**config.mk**
```make
export PLATFORM = sky130hd
export DESIGN_NAME = bbpd_alexander_pd
export DESIGN_NICKNAME = d
export VERILOG_FILES = /design/src/rtl/bbpd_alexander_pd.sv
export SDC_FILE = /design/constraint.sdc
export NUM_CORES = 1
export LEC_CHECK = 0
export BUFFER_PORTS_ARGS = -buffer_cell sky130_fd_sc_hd__buf_2
export CORE_ASPECT_RATIO = 1.25
export CORE_MARGIN = 5
export CORE_UTILIZATION = 34
export CTS_CLUSTER_DIAMETER = 30
export DETAILED_ROUTE_END_ITERATION = 16
export GPL_TIMING_DRIVEN = 0
export MAX_ROUTING_LAYER = met4
export PLACE_DENSITY = 0.54
export SLEW_MARGIN = 20
export SYNTH_ARGS = -nofsm -noshare
export SYNTH_HDL_FRONTEND = slang
export SYNTH_SLANG_ARGS = --single-unit
```
**constraint.sdc**
```tcl
create_clock -name clk -period 1.8 [get_ports clk]
set_input_delay 0.36 -clock clk [delete_from_list [all_inputs] [get_ports clk]]
set_output_delay 0.36 -clock clk [all_outputs]
set_load 0.05 [all_outputs]
```
**src/rtl/bbpd_alexander_pd.sv**
```systemverilog
// Alexander bang-bang phase detector for the CDR loop.
// Ports:
//   clk, rst       : sample clock, synchronous active-high reset
//   en             : sample-valid qualifier for the (Dn_1, Pn, Dn) triple
//   cnt_clr        : synchronous clear of both event counters
//   Dn_1, Pn, Dn   : previous data, edge, current data samples
//   decision       : registered 01 early, 10 late, 00 none
//   dec_valid      : decision holds a sampled triple this cycle
//   early_cnt      : saturating count of early decisions
//   late_cnt       : saturating count of late decisions
module bbpd_alexander_pd #(
    parameter int CNT_W = 16
) (
    input  logic             clk,
    input  logic             rst,
    input  logic             en,
    input  logic             cnt_clr,
    input  logic             Dn_1,
    input  logic             Pn,
    input  logic             Dn,
    output logic [1:0]       decision,
    output logic             dec_valid,
    output logic [CNT_W-1:0] early_cnt,
    output logic [CNT_W-1:0] late_cnt
);

    logic trans;
    logic early;
    logic late;

    // With a data transition the edge sample agrees with exactly one
    // data sample, so early and late can never be asserted together.
    assign trans = Dn_1 ^ Dn;
    assign early = trans & (Pn == Dn_1);
    assign late  = trans & (Pn == Dn);

    always_ff @(posedge clk) begin
        if (rst) begin
            decision  <= 2'b00;
            dec_valid <= 1'b0;
        end else if (en) begin
            decision  <= {late, early};
            dec_valid <= 1'b1;
        end else begin
            decision  <= 2'b00;
            dec_valid <= 1'b0;
        end
    end

    always_ff @(posedge clk) begin
        if (rst || cnt_clr) begin
            early_cnt <= '0;
            late_cnt  <= '0;
        end else if (en) begin
            if (early && (early_cnt != '1))
                early_cnt <= early_cnt + 1'b1;
            if (late && (late_cnt != '1))
                late_cnt <= late_cnt + 1'b1;
        end
    end

endmodule

```
==> flow_metrics.tcl <==
set metrics [dict create \
    diodes 0 \
    initial_core_util_pct 34.7 \
    avgSynthCellArea_sq_um 8.57 \
    drt_pre_antenna_iters 4 \
    synth_enable_flop_cells 0 \
    die_area_sq_um 7060 \
    cts-buffers-inserted 5 \
    post_synth_num_cell_types 40 \
    power.combinational.fraction_pct 5.2 \
    cts_max_level 2 \
    critPathRequiredTime_ns 2.01 \
    area_growth_pct 29.8 \
    place.detailed.hpwl_um 3720 \
    finalSetupTns_ns 0 \
    post_synth_and_or_nand_nor_area_fraction_pct 34.0 \
    vias_per_cell 5.78 \
    ctsLongestPathBuffers 2 \
    synthesis.area_sq_um 1860 \
    grt_use_total_pct 15.1 \
    yosys.area.top_type "dfxtp_1" \
    finalHoldViolCount 0 \
    swShare_pct 21.1 \
    tightest_slew_ns 0.595 \
    layout_fillers 551 \
    layout-drive-gt1-share_pct 38.4 \
    max_freq_mhz 589 \
    asyncSetResetFlopFracSynth_pct 0 \
    hp-class "in -> reg" \
    antenna_found_initial 0 \
    grt_first_pass_wirelength_um 8620 \
    worst_slack_on_hold_paths_ns 0.369 \
    setup_viol_count_final 0 \
    synthesis.nets 226 \
    drv_slew 0 \
    power_switching_uw 363 \
    maxSlewHeadroom_pct 60.2 \
    power.share.clock_pct 49.6 \
    rrSetupSlack_ns 0.10 \
    worst_path_largest_cell_delay_ns 0.46 \
    result_of_the_run "completed" \
    placementRows 30 \
    core_region_area_sq_um 5370 \
    critical_path_peak_fanout 8 \
    clock_tree.root_cell "clkbuf_8" \
    worst_r2r_startpoint "early_cnt[0]" \
    first_global_vias 1835 \
    drt_iter0_markers 70 \
    timing.critical_path.arrival_ns 1.90 \
    clock_tree_from_tritoncts "built" \
    ys_ff_latch 35 \
    reg2regPathDepth 6 \
    clkTransAtPathRegs_ns 0.08 \
    yosysMostFrequentCell "dfxtp_1" \
    timing.final.crit_period_ns 1.70 \
    drt-total-wl_um 5060 \
    clock_insertion_delay_worst_skew_ns 0.29 \
    worst_path_max_delay_cell "or4_1" \
    synthAdderAreaFrac_pct 1.34 \
    power_density_nw_per_um2 711 \
    synth.mux.area_fraction_pct 2.69 \
    critical_path_class "reg -> reg" \
    cp-endpoint "early_cnt[11]" \
    synth_commonest_cells "dfxtp_1, a21oi_1, nand2_1, o31ai_1, or4_1" \
    grt_overflow_total 0 \
    seq_power_share_pct 45.3 \
    detail_route.drc_violations 0 \
    routed-via-count 1919 \
    synthFlopType "dfxtp_1" \
    synth_xor_area_share_pct 0 \
    gp_congestion 0.801 \
    synth_compound_gate_area_share_pct 20.8 \
    final_design_area_no_fill_sq_um 2410 \
    synth_top_cells_by_area "dfxtp_1, o31ai_1, or4_1, a21oi_1, nand2_1" \
    die_width_um 76.2 \
    route.detailed.wl_per_inst_um 15.2 \
    final_net_count 276 \
    synth.yosys.warnings 0 \
    cp-end-kind "flop" \
    timing.critical_path.from "early_cnt[0]" \
    timing.max_cap.violations 0 \
    r2r_end "early_cnt[11]" \
    port_buffers 41 \
    grt_max_degree 13 \
    synth_instances 217 \
    timing.critical_path.from_type "flop" \
    leakagePower_uw 0.000874 \
    die_h_um 92.7 \
    seq_area_frac_synth_pct 37.7 \
    timing.final.crit_share_pct 94.3 \
    antenna_violating_nets_post_route 0 \
    synth_top_family_by_area "simple AND/OR/NAND/NOR gates" \
    critical_path_cell_sequence "ha_4 -> nand4_1 -> nor4_4 -> buf_4 -> or4_1 -> a21oi_1" \
    cts.sinks 35 \
    final.setup_skew_ns 0.00816 \
    io-pin-count 42 \
    post_dp_cell_area_sq_um 2180 \
    worst_supply_voltage_drop_on_vdd_mv 0.301 \
    synth_top_area_share_pct 37.7 \
    grt_setup_unrepaired "no" \
    p_int_uw 1350 \
]
## critical path, delay by kind of cell (launching register included)
kind | cells | cell delay, ns
fa+ha+maj | 1 | 0.18
simple gates | 3 | 0.73
flops | 1 | 0.38
compound gates | 1 | 0.15
buf+inv | 1 | 0.17
## stage by stage
stage / setup WS [ns] / cells / util [%] / total power (uW)
after floorplan: 0.00463 / 217 / - / 847
after detailed placement: -0.295 / 322 / 40.7 / 880
after global placement: -0.302 / 322 / 40.7 / 880
final: 0.103 / 332 / 45.0 / 1720
after global routing: 0.0291 / 332 / 45.0 / 1800
after CTS: 0.000656 / 332 / 43.6 / 1740
## timing repair
action | 4_1_cts | 5_1_grt
resized for setup | 1 | 15
setup buffers | 2 | 0
hold buffers | 0 | 0
setup endpoints to repair | 13 | 22
pin swaps | 3 | 2
## how the worst min path moves through the flow
stage                     cells past startpoint           from             to
after floorplan                               2             en      dec_valid
after detailed placement                      2  early_cnt[13]  early_cnt[13]
after CTS                                     3           Dn_1    decision[0]
after global placement                        2  early_cnt[13]  early_cnt[13]
final                                         3           Dn_1    decision[0]
after global routing                          3           Dn_1    decision[0]
## metal layers
layer | part of all wire, % | up-vias | GRT usage [%]
met5 | 0 | - | -
met1 | 42 | 913 | 16.7
met3 | 4.7 | 6 | 3.79
met4 | 1.2 | 0 | 4.37
met2 | 52 | 49 | 26.7
li1 | - | 951 | -
## cell usage in the layout (no fill, tap or decap), drive strengths merged, types with 3 or more instances in the layout
master  instances
buf            45
dfxtp          35
a21oi          23
nand2          18
o31ai          17
or4            17
clkbuf         11
or3             9
nand3           9
nand4           8
nor2            7
o21ai           7
and3            7
inv             6
or2             5
mux2i           5
o211ai          5
nor3            5
and4            3
o41ai           3
nor4            3
## state kept, by name (all words and copies together), names as in the netlist
name	flops
dec_valid	1
decision	2
early_cnt	16
late_cnt	16
## cells by family after synthesis
| kind of cell | Yosys count |
|---|---|
| fa+ha+maj | 2 |
| compound gates | 60 |
| simple gates | 101 |
| buf+inv | 14 |
| flops | 35 |
| mux | 5 |
## area by class of cell
type                            count  area, sq um  share of cell area (%)
Tap cell                           64         80.1                    3.32
Clock inverter                      3         67.6                    2.80
Sequential cell                    35          739                    30.6
Buffer                              8         46.3                    1.92
Multi-Input combinational cell    168         1170                    48.4
Clock buffer                        5         68.8                    2.85
Timing Repair Buffer               43          220                    9.12
Inverter                            6         22.5                   0.933
## power groups by stage
stage	sequential, uW	combinational, uW	clock, uW
2_1_floorplan	808	39.5	0
3_3_place_gp	795	85.3	0
3_5_place_dp	795	85.1	0
4_1_cts	776	85.3	881
5_1_grt	777	98.9	923
6_report	777	88.7	850
Note: power is estimated with default switching activity, not from simulation.
